File: src/rtl/serial_subtractor.sv
// serial_subtractor: bit-serial two's-complement a - b, LSB first, with borrow and signed overflow flags
module serial_subtractor #(
  parameter int WIDTH = 4
) (
  input  logic             clk,
  input  logic             reset_n,
  input  logic             start,
  input  logic [WIDTH-1:0] a,
  input  logic [WIDTH-1:0] b,
  output logic             busy,
  output logic             done,
  output logic [WIDTH-1:0] diff,
  output logic             b_out,
  output logic             over_flow
);
  localparam int IW = $clog2(WIDTH);
  typedef enum logic [1:0] {IDLE, RUN, FIN} state_t;
  state_t state, state_nx;
  logic [WIDTH-1:0] a_sh, b_sh, part;
  logic [IW-1:0] idx;
  logic c, nb, s, c_nx, last, accept;
  assign nb     = ~b_sh[0];
  assign s      = a_sh[0] ^ nb ^ c;
  assign c_nx   = (a_sh[0] & nb) | (c & (a_sh[0] ^ nb));
  assign last   = idx == IW'(WIDTH - 1);
  assign accept = state == IDLE && start;
  // state register
  always_ff @(posedge clk)
    state <= !reset_n ? IDLE : state_nx;
  // next state and status outputs
  always_comb begin
    state_nx = accept ? RUN : (state == RUN && last) ? FIN : (state == FIN) ? IDLE : state;
    busy     = state == RUN;
    done     = state == FIN;
  end
  // operand shifting, serial full-adder slice and result capture
  always_ff @(posedge clk)
    if (!reset_n) begin
      a_sh      <= '0;
      b_sh      <= '0;
      part      <= '0;
      idx       <= '0;
      c         <= 1'b0;
      diff      <= '0;
      b_out     <= 1'b0;
      over_flow <= 1'b0;
    end else if (accept) begin
      a_sh <= a;
      b_sh <= b;
      idx  <= '0;
      c    <= 1'b1;
    end else if (state == RUN) begin
      a_sh <= a_sh >> 1;
      b_sh <= b_sh >> 1;
      part <= {s, part[WIDTH-1:1]};
      c    <= c_nx;
      idx  <= idx + 1'b1;
      if (last) begin
        diff      <= {s, part[WIDTH-1:1]};
        b_out     <= ~c_nx;
        over_flow <= c ^ c_nx;
      end
    end
endmodule

File: config.mk
export PLATFORM = sky130hd
export DESIGN_NAME = serial_subtractor
export DESIGN_NICKNAME = d
export VERILOG_FILES = /design/src/rtl/serial_subtractor.sv
export SDC_FILE = /design/constraint.sdc
export NUM_CORES = 1
export LEC_CHECK = 0
export BUFFER_PORTS_ARGS = -buffer_cell sky130_fd_sc_hd__buf_2
export CAP_MARGIN = 20
export CELL_PAD_IN_SITES_DETAIL_PLACEMENT = 1
export CELL_PAD_IN_SITES_GLOBAL_PLACEMENT = 1
export CORE_MARGIN = 5
export CORE_UTILIZATION = 40
export DETAILED_ROUTE_END_ITERATION = 8
export GPL_TIMING_DRIVEN = 0
export PLACE_DENSITY = 0.8
export REMOVE_ABC_BUFFERS = 1
export SLEW_MARGIN = 20
export SYNTH_ARGS = -nofsm -noshare
export SYNTH_HDL_FRONTEND = slang
export SYNTH_SLANG_ARGS = --single-unit
File: constraint.sdc
create_clock -name clk -period 1.38 [get_ports clk]
set_input_delay 0.069 -clock clk [delete_from_list [all_inputs] [get_ports clk]]
set_output_delay 0.069 -clock clk [all_outputs]
set_load 0.02 [all_outputs]
==> results by group, run 1 <==
Synthesis
  • Synth Area in XOR/XNOR: 0.917%
  • Synth Flop Type: dfxtp_1
  • Mux contribution to synthesized area: 1.05%
  • Synthesized cell area: 955 µm²
  • Syn_area_per_cell: 10.4 µm²
  • Post-Synthesis Cells: 92
  • Sequential share of the synthesized area: 46.1%
  • Complex-gate fraction of the synthesized area: 27.7%
  • Ys Warns: 0
  • Post-synth EDFFs: 0
  • #FFs+latches synth: 22
  • Post-Synth Simple-Gate Area: 14.9%
  • FFs w/ async S/R, synth: 0%
  • Post-Synth Adder-Cell Area: 3.41%
  • Largest family of logic cells by synthesized area: compound AO/OA/AOI/OAI gates
  • Yosys cell types: 25

Pwr
  • Leakage power: 0.000521 µW
  • Switch Pwr: 306 µW
  • Reg power frac: 51.2%
  • Cell-internal power: 1050 µW
  • Clk network pwr share: 37.3%
  • Pwr dens: 1150 nW/µm²
  • Worst vdd ir: 0.000516 V
  • Combinational share of power: 11.6%
  • Sw frac: 22.5%
  • Total chip power: 1360 µW

Floorplan
  • Top Ports: 19
  • Site row count: 17
  • Core area: 2250 µm²
  • Die Span Y: 58.9 µm
  • DIE AREA: 3460 µm²
  • Die width: 58.9 µm
  • Initial Util: 42.3%

Placed design
  • Final GP Congestion: 0.656
  • Port Buffers: 18
  • Dpl hpwl: 1.31 mm

Worst setup path
  • Arrival @ worst endpoint: 1.19 ns
  • Crit Path Category: reg -> out
  • Crit path max-delay cell type: dfxtp_2
  • Setup crit start kind: flop
  • Worst setup EP type: output pin
  • Reg2reg start: c$_SDFFE_PN0P_
  • CP cell instances: nand2b_4 > inv_2 > buf_2
  • Reg-to-Reg End: over_flow$_SDFFE_PN0P_
  • Max incr delay on CP: 0.43 ns
  • R2r worst-path depth: 4
  • WP buf/inv: 2
  • Worst EP required: 1.31 ns
  • Crit path max-delay family: flip-flops
  • Crit-path max FO: 10
  • R2r setup slk: 0.15 ns

CTS
  • CTS HTree Levels: 1
  • TritonCTS Buffers: 3
  • CTS sink cnt: 22
  • Clk slew on worst S/H paths: 0.13 ns
  • Clock root cell: clkbuf_4
  • CTS tree: done
  • Clock Latency Late Sink: 0.31 ns
  • Clock Path Buffers: 2

Finish
  • Area growth syn-to-layout: 22.9%
  • Net total in the final layout: 131
  • Most frequent cells in the layout: 20 x dfxtp_1, 18 x buf_2, 17 x nand2_1
  • Antenna fix cells: 0
  • Commonest non-fill, non-tap cell in the layout: dfxtp_1
  • Share of cells above drive strength 1: 26.5%
  • Core Util, Final: 52.1%

Timing
  • Highest Clock Rate: 0.795 GHz
  • Hold Violations, Final: 0
  • Slew Limit Fails: 0
  • Skew final: 0.00319 ns
  • Tcrit/Tclk final: 91.1%
  • Finish-stage setup viols: 0
  • Setup_tns: 0 ns
  • Min cycle time layout: 1.26 ns
  • Worst slew margin: 75.7%
  • Worst-Margin Slew: 0.363 ns
  • RSZ-0062 raised after global routing: no

Route
  • Drt drc: 0
  • DR vias: 753
  • Drt first-iter violations: 10
  • 1st-pass router iterations: 3
  • Mean routed wirelength per cell: 13.4 µm
  • Vias per cell: 5.19
  • WL final: 1.94 mm
  • ANT nets after route: 0

Flow run
  • Max cap viols: 0

Min path
  • HP Start: b[0]
  • Hold endpoint: b_sh[0]$_SDFFE_PN0P_
  • Hold/Removal Path Class: in -> reg
  • Cells on Worst Hold Path: 2

Global routing
  • Pin count of the biggest net entering global routing: 23
  • Vias in the first global route: 745
  • Antenna violations before repair: 0
  • Total grt overflow: 0
  • First-pass GRT wire length: 3.26 mm
  • GRT Total Usage: 12.3%

Outcome
  • Run status: complete, no violations
-- power by group through the flow --
stage               clock (µW)  combinational [µW]  sequential [µW]
floorplan                    0                94.2              701
global placement             0                 133              706
detailed placement           0                 136              707
CTS                        521                 150              694
global route               542                 179              700
finish                     505                 157              693
-- area by class of cell --
type | count | area [µm²]
inverters | 2 | 7.51
well taps | 28 | 35.0
flip-flops and latches | 22 | 443
fillers | 270 | 1080
multi-input cells | 62 | 460
clock buffers | 3 | 22.5
repair buffers | 27 | 175
clock inverters | 1 | 30.0
-- worst reg2reg max path, delay by kind of cell (launching register included) --
| kind | cells | cell delay [ns] |
|---|---|---|
| and+or+nand+nor | 1 | 0.07 |
| adders and majority gates | 1 | 0.43 |
| DFF | 1 | 0.38 |
| AOI/OAI and AO/OA | 1 | 0.13 |
| xor gates and xnor gates | 1 | 0.14 |
-- logic make-up (layout without fill, tap and decap cells) --
kind of cell / after synthesis / in the layout
fa+ha+maj: 2 / 2
compound gates: 31 / 31
mux: 1 / 1
xor+xnor: 1 / 1
flops: 22 / 22
buf+inv: 8 / 33
simple gates: 27 / 27
-- metrics by stage --
step	hold slack [ns]	instances	worst slack (ns)	cell area, µm²
6_report	0.0123	145	0.123	1170
4_1_cts	0.00213	142	0.0494	1150
5_1_grt	0.0146	145	0.0370	1170
2_1_floorplan	0.191	86	0.161	906
3_3_place_gp	0.329	132	0.104	1030
3_5_place_dp	0.333	132	0.0947	1030
-- flip-flops by register name, summed over array words and instances, names as in the netlist --
| name | flops |
|---|---|
| idx | 2 |
| state | 2 |
| c | 1 |
| b_out | 1 |
| part | 3 |
| diff | 4 |
| a_sh | 4 |
| over_flow | 1 |
| b_sh | 4 |
-- synth_stat cells (2+ instances only) --
cell type  instances  area, µm²
o221a_1            7       78.8
dfxtp_1           22        440
o21a_1             6       45.0
o21ai_0            3       15.0
clkbuf_1           2       7.51
nand2_1           17       63.8
o211a_1            4       40.0
buf_6              3       33.8
a21boi_1          10       75.1
nand3b_1           3       22.5
-- worst max path at each step --
stage | start | end | cells past startpoint
floorplan | c$_SDFFE_PN0P_ | over_flow$_SDFFE_PN0P_ | 4
global placement | state[0]$_SDFFE_PN0P_ | idx[0]$_SDFFE_PP0P_ | 3
detailed placement | c$_SDFFE_PN0P_ | over_flow$_SDFFE_PN0P_ | 4
CTS | state[0]$_SDFFE_PN0P_ | busy | 3
global route | state[0]$_SDFFE_PN0P_ | busy | 3
finish | state[1]$_SDFFE_PP0P_ | busy | 3
-- layer usage --
layer | track usage [%] | routed length, µm | part of all wire, % | up-vias
li1 | - | - | - | 375
met1 | 14.9 | 840 | 43 | 357
met4 | 6.80 | 25 | 1.3 | 0
met5 | 0 | 0 | 0 | -
met2 | 20.2 | 951 | 49 | 17
met3 | 2.41 | 123 | 6.3 | 4
-- repair_timing --
item,CTS,global route
hold buffers,6,1
setup endpoints to repair,2,2
setup buffers,0,2
cloned,0,0
resized for setup,2,1
hold endpoints to repair,6,1
Note: power is estimated with default switching activity, not from simulation.
==> run 2, diff against run 1 <==
--- a/config.mk
+++ b/config.mk
@@ -9,11 +9,11 @@
 export CAP_MARGIN = 20
 export CELL_PAD_IN_SITES_DETAIL_PLACEMENT = 1
 export CELL_PAD_IN_SITES_GLOBAL_PLACEMENT = 1
-export CORE_MARGIN = 5
-export CORE_UTILIZATION = 40
+export CORE_MARGIN = 4
+export CORE_UTILIZATION = 43
 export DETAILED_ROUTE_END_ITERATION = 8
 export GPL_TIMING_DRIVEN = 0
-export PLACE_DENSITY = 0.8
+export PLACE_DENSITY = 0.84
 export REMOVE_ABC_BUFFERS = 1
 export SLEW_MARGIN = 20
 export SYNTH_ARGS = -nofsm -noshare
==> constraint.sdc (replaced) <==
create_clock -name clk -period 1.5 [get_ports clk]
set_input_delay 0.075 -clock clk [delete_from_list [all_inputs] [get_ports clk]]
set_output_delay 0.075 -clock clk [all_outputs]
set_load 0.02 [all_outputs]
==> run 2 against run 1 <==
Count of clock-buffer cells in the layout did not move. Combinational power shrank 20%. Global-route usage grew 2.8 points. Highest routed layer unchanged.
==> results by group, run 2 (synthesis gave the netlist of run 1 again) <==
Outcome
  • Run status: complete, no violations (unchanged)

Worst setup path
  • Worst setup EP type: output pin (unchanged)
  • Crit path max-delay cell type: dfxtp_2 (unchanged)
  • CP cell instances: nand2b_4 > inv_2 > buf_2 (unchanged)
  • Worst EP required: 1.42 ns (was 1.31 ns)
  • Setup crit start kind: flop (unchanged)
  • Crit path max-delay family: flip-flops (unchanged)
  • WP buf/inv: 2 (unchanged)
  • Max incr delay on CP: 0.43 ns (about the same)
  • Crit-path max FO: 12 (was 10)
  • Arrival @ worst endpoint: 1.23 ns (was 1.19 ns)
  • Crit Path Category: reg -> out (unchanged)

Finish
  • Design Area, Final: 1050 µm² (was 1170 µm²)
  • Antenna fix cells: 0 (unchanged)
  • Commonest non-fill, non-tap cell in the layout: dfxtp_1 (unchanged)
  • Regs by FF count: a_sh: 4 flops, b_sh: 4 flops, diff: 4 flops (unchanged)
  • Most frequent cells in the layout: 20 x dfxtp_1, 18 x buf_2, 17 x nand2_1 (unchanged)
  • Area growth syn-to-layout: 10.5% (was 22.9%)
  • Net total in the final layout: 122 (was 131)
  • Share of cells above drive strength 1: 25.2% (was 26.5%)

Floorplan
  • Die width: 55.1 µm (was 58.9 µm)
  • Initial Util: 46.8% (was 42.3%)
  • Die Span Y: 55.1 µm (was 58.9 µm)
  • Core area: 2040 µm² (was 2250 µm²)
  • Top Ports: 19 (unchanged)
  • DIE AREA: 3040 µm² (was 3460 µm²)
  • Site row count: 16 (was 17)

Placed design
  • Dpl hpwl: 1.43 mm (was 1.31 mm)
  • Port Buffers: 18 (unchanged)
  • Placed cell areas: 1030 µm² (about the same)
  • Final GP Congestion: 0.714 (was 0.656)

CTS
  • Number of setup buffers added after CTS: 0 (unchanged)
  • TritonCTS Buffers: 3 (unchanged)
  • Clk slew on worst S/H paths: 0.11 ns (was 0.13 ns)
  • Clock root cell: clkbuf_4 (unchanged)
  • Post-cts hold buffer count: 0 (was 6)
  • Clock Path Buffers: 2 (unchanged)
  • CTS HTree Levels: 1 (unchanged)
  • CTS sink cnt: 22 (unchanged)
  • CTS tree: done (unchanged)
  • Clock Latency Late Sink: 0.31 ns (about the same)

Global routing
  • GRT Total Usage: 15.1% (was 12.3%)
  • Total grt overflow: 0 (unchanged)
  • First-pass GRT wire length: 3.17 mm (was 3.26 mm)
  • Vias in the first global route: 722 (was 745)
  • Met2 usage: 28.0% (was 20.2%)
  • Antenna violations before repair: 0 (unchanged)
  • Grt peak-use layer: met2 (unchanged)
  • Met1 Usage GRT: 15.9% (was 14.9%)
  • Met3 Track Usage GR: 3.22% (was 2.41%)
  • Pin count of the biggest net entering global routing: 23 (unchanged)

Timing
  • Worst slew margin: 76.8% (was 75.7%)
  • Finish-stage setup viols: 0 (unchanged)
  • Tcrit/Tclk final: 86.8%
  • Hold Violations, Final: 0 (unchanged)
  • Setup_tns: 0 ns (unchanged)
  • Worst-Margin Slew: 0.348 ns (was 0.363 ns)
  • Skew final: 0.00328 ns (was 0.00319 ns)
  • Slew Limit Fails: 0 (unchanged)
  • RSZ-0062 raised after global routing: no (unchanged)
  • Min cycle time layout: 1.30 ns
  • Highest Clock Rate: 0.768 GHz

Route
  • DR vias: 725 (was 753)
  • 1st-pass router iterations: 4 (was 3)
  • Mean routed wirelength per cell: 14.5 µm (was 13.4 µm)
  • ANT nets after route: 0 (unchanged)
  • Drt drc: 0 (unchanged)
  • WL final: 1.94 mm (about the same)
  • Vias per cell: 5.41 (was 5.19)
  • Drt first-iter violations: 4 (was 10)

Pwr
  • Pwr dens: 976 nW/µm² (was 1150 nW/µm²)
  • Switch Pwr: 258 µW (was 306 µW)
  • Leakage power: 0.000470 µW (was 0.000521 µW)
  • Worst vdd ir: 0.000619 V (was 0.000516 V)
  • Reg power frac: 62.0% (was 51.2%)
  • Sw frac: 25.1% (was 22.5%)
  • Cell-internal power: 772 µW (was 1050 µW)
  • Clk network pwr share: 25.8% (was 37.3%)
  • Combinational share of power: 12.2% (was 11.6%)

Flow run
  • Max cap viols: 0 (unchanged)

Min path
  • Hold/Removal Path Class: in -> reg (unchanged)
[run 2: layer usage]
metal / wire length (µm) / share of wire (%) / vias up
met4: 36 / 1.9 / 0
met5: 0 / 0 / -
met3: 77 / 4.0 / 5
met1: 837 / 43 / 347
met2: 992 / 51 / 15
li1: - / - / 358
[run 2: worst reg2reg max path: stages, from the launching register on]
cell	delay, ns
dfxtp_1	0.36
fa_1	0.48
xnor2_1	0.15
nand2_1	0.06
o211a_1	0.13
[run 2: power by group through the flow]
stage	registers [µW]	logic, µW	clock network, µW
after floorplan	645	86.6	0
after global placement	649	122	0
after detailed placement	652	128	0
after CTS	638	129	279
after global routing	643	143	303
final	638	126	266
[run 2: cell type report]
| type | instances | area (µm²) |
|---|---|---|
| fillers | 253 | 987 |
| repair buffers | 18 | 90.1 |
| flip-flops and latches | 22 | 443 |
| multi-input cells | 62 | 458 |
| clock buffers | 3 | 22.5 |
| inverters | 2 | 7.51 |
| well taps | 27 | 33.8 |
[run 2: path summary, 6_finish.rpt]
kind | start | endpoint | slack, ns | cells after the start
max reg2reg | c$_SDFFE_PN0P_ | over_flow$_SDFFE_PN0P_ | 0.22 | 4
min | a[1] | a_sh[1]$_SDFFE_PN0P_ | 0.02 | 2
min reg2reg | diff[3]$_SDFFE_PN0P_ | diff[3]$_SDFFE_PN0P_ | 0.46 | 2
max | state[1]$_SDFFE_PP0P_ | busy | 0.20 | 3
[run 2: timing repair]
item / CTS / global route
resized for setup: 0 / 2
hold endpoints to repair: 0 / 0
endpoints found under the setup margin: 0 / 1
[run 2: metrics by stage]
stage	utilization [%]	worst slack, ns	total power, µW	hold WS [ns]	instances
final	51.7	0.199	1030	0.0217	134
after global routing	51.7	0.0910	1090	0.0166	134
after CTS	51.5	0.0559	1050	0.0131	134
after detailed placement	50.4	0.191	780	0.343	131
after global placement	50.4	0.242	771	0.337	131
after floorplan	-	0.281	732	0.197	86
==> run 3, diff against run 2 <==
--- a/config.mk
+++ b/config.mk
@@ -5,7 +5,7 @@
 export SDC_FILE = /design/constraint.sdc
 export NUM_CORES = 1
 export LEC_CHECK = 0
-export BUFFER_PORTS_ARGS = -buffer_cell sky130_fd_sc_hd__buf_2
+export BUFFER_PORTS_ARGS = -buffer_cell sky130_fd_sc_hd__clkbuf_2
 export CAP_MARGIN = 20
 export CELL_PAD_IN_SITES_DETAIL_PLACEMENT = 1
 export CELL_PAD_IN_SITES_GLOBAL_PLACEMENT = 1
==> run 3 against run 2 <==
Critical path depth did not move. Flip-flop and latch count unchanged. Worst setup slack got worse by 0.092 ns. Utilization grew 1.4 points. Routed wire length is 2.2% lower. Cell area grew 2.7%. Critical path type unchanged.
==> results by group, run 3 (synthesis gave the netlist of run 1 again) <==
Finish
  • Design Area, Final: 1080 µm² (was 1050 µm²)
  • Fillers: 251 (was 253)
  • FF+latch area: 442 µm² (was 443 µm²)
  • Commonest non-fill, non-tap cell in the layout: dfxtp_1 (unchanged)
  • Share of cells above drive strength 1: 25.0% (was 25.2%)
  • Most frequent cells in the layout: 21 x dfxtp_1, 18 x clkbuf_2, 17 x nand2_1 (was 20 x dfxtp_1, 18 x buf_2, 17 x nand2_1)
  • Footprint of the multi-input gates: 458 µm² (unchanged)
  • Net total in the final layout: 122 (unchanged)
  • Layout Cells excl Fill: 135 (was 134)
  • Area growth syn-to-layout: 13.5% (was 10.5%)
  • Regs by FF count: a_sh: 4 flops, b_sh: 4 flops, diff: 4 flops (unchanged)
  • Antenna fix cells: 0 (unchanged)

CTS
  • Clk slew on worst S/H paths: 0.13 ns (was 0.11 ns)
  • TritonCTS Buffers: 3 (unchanged)
  • CTS HTree Levels: 1 (unchanged)
  • CTS sink cnt: 22 (unchanged)
  • Clock Latency Late Sink: 0.31 ns (about the same)
  • Clock Path Buffers: 2 (unchanged)
  • CTS tree: done (unchanged)
  • Clock root cell: clkbuf_4 (unchanged)

Worst setup path
  • Max incr delay on CP: 0.50 ns (was 0.43 ns)
  • Crit Path Category: reg -> out (unchanged)
  • Worst setup EP type: output pin (unchanged)
  • Crit-path max FO: 12 (unchanged)
  • Crit path max-delay cell type: dfxtp_1 (was dfxtp_2)
  • CP cell instances: nand2b_4 > inv_2 > clkbuf_2 (was nand2b_4 > inv_2 > buf_2)
  • Setup crit start kind: flop (unchanged)
  • Worst EP required: 1.42 ns (about the same)
  • Arrival @ worst endpoint: 1.32 ns (was 1.23 ns)

Timing
  • RSZ-0062 raised after global routing: no (unchanged)
  • Finish-stage setup viols: 0 (unchanged)
  • Worst-Margin Slew: 0.391 ns (was 0.348 ns)
  • PnR worst setup slack: 0.107 ns (was 0.199 ns)
  • Setup_tns: 0 ns (unchanged)
  • Highest Clock Rate: 0.718 GHz (was 0.768 GHz)
  • Min cycle time layout: 1.39 ns (was 1.30 ns)
  • Skew final: 0.00961 ns (was 0.00328 ns)
  • Worst slew margin: 73.9% (was 76.8%)
  • Tcrit/Tclk final: 92.9% (was 86.8%)
  • Hold Violations, Final: 0 (unchanged)
  • Slew Limit Fails: 0 (unchanged)

Route
  • Vias per cell: 5.28 (was 5.41)
  • Mean routed wirelength per cell: 14.1 µm (was 14.5 µm)
  • DR vias: 713 (was 725)
  • Drt first-iter violations: 9 (was 4)
  • ANT nets after route: 0 (unchanged)
  • 1st-pass router iterations: 2 (was 4)
  • Drt drc: 0 (unchanged)
  • WL final: 1.90 mm (was 1.94 mm)

Global routing
  • First-pass GRT wire length: 3.28 mm (was 3.17 mm)
  • Total grt overflow: 0 (unchanged)
  • Pin count of the biggest net entering global routing: 23 (unchanged)
  • Antenna violations before repair: 0 (unchanged)
  • Vias in the first global route: 735 (was 722)
  • GRT Total Usage: 15.2% (was 15.1%)

Min path
  • Hold/Removal Path Class: in -> reg (unchanged)

Floorplan
  • Die Span Y: 55.1 µm (unchanged)
  • Die width: 55.1 µm (unchanged)
  • Core area: 2040 µm² (unchanged)
  • Site row count: 16 (unchanged)
  • DIE AREA: 3040 µm² (unchanged)
  • Top Ports: 19 (unchanged)
  • Initial Util: 46.8% (unchanged)

Placed design
  • Dpl hpwl: 1.38 mm (was 1.43 mm)
  • Port Buffers: 18 (unchanged)
  • Cells after DPL: 131 (unchanged)
  • Final GP Congestion: 0.710 (was 0.714)
  • Setup Slack @ Placement: 0.181 ns (was 0.191 ns)
  • Placed cell areas: 1030 µm² (unchanged)

Pwr
  • Leakage power: 0.000479 µW (was 0.000470 µW)
  • Pwr dens: 1120 nW/µm² (was 976 nW/µm²)
  • Worst vdd ir: 0.000572 V (was 0.000619 V)

Outcome
  • Run status: complete, no violations (unchanged)

Flow run
  • Max cap viols: 0 (unchanged)
-- run 3: changes by cell type in the layout (fill, tap and decap cells not counted), sizes merged --
| cell | previous run | this run |
|---|---|---|
| buf | 18 | 0 |
| bufinv | 0 | 1 |
| clkbuf | 3 | 21 |
-- run 3: critical path: cells and delay by family, from the launching register on --
kind                   cells  cell delay, ns
DFF                        1            0.50
buffers and inverters      2            0.25
and+or+nand+nor            1            0.27
-- run 3: layout make-up --
cell class,count,area share (%)
inverter,2,0.693
multi-input combinational,62,42.3
tap,27,3.12
sequential,22,40.8
clock inverter,1,2.77
clock buffer,3,2.08
timing repair buffer,18,8.31
-- run 3: what timing repair did --
action	CTS	global route
resized for setup	0	1
buffers inserted	0	0
setup endpoints to repair	0	1
hold buffers	0	0
-- run 3: per-stage QoR --
step	power (µW)	hold slack [ns]	util (%)
6_report	1220	0.0192	53.1
5_1_grt	1280	0.0102	53.1
4_1_cts	1230	0.0123	53.0
3_5_place_dp	779	0.343	50.4
3_3_place_gp	770	0.335	50.4
2_1_floorplan	732	0.197	-
-- run 3: layer usage --
metal	track usage (%)	part of all wire (%)	vias to the layer above
li1	-	-	356
met1	18.8	47	343
met2	25.4	49	12
met3	3.22	3.5	2
met4	6.07	0.90	0
met5	0	0	-
-- run 3: report_power, final --
group	internal, µW	leakage [µW]	switching [µW]	total (µW)
combinational	64.1	0.000270	62.9	127
sequential	614	0.000180	24.1	638
clock	270	0.0000279	181	451
total	948	0.000479	268	1220
-- run 3: path summary, 6_finish.rpt --
path,from,end,slack (ns),cells past startpoint
worst max-delay path,state[1]$_SDFFE_PP0P_,busy,0.11,3
worst min-delay path,b[0],b_sh[0]$_SDFFE_PN0P_,0.02,2
worst max register to register,c$_SDFFE_PN0P_,over_flow$_SDFFE_PN0P_,0.21,4
worst min register to register,diff[0]$_SDFFE_PN0P_,diff[0]$_SDFFE_PN0P_,0.47,2
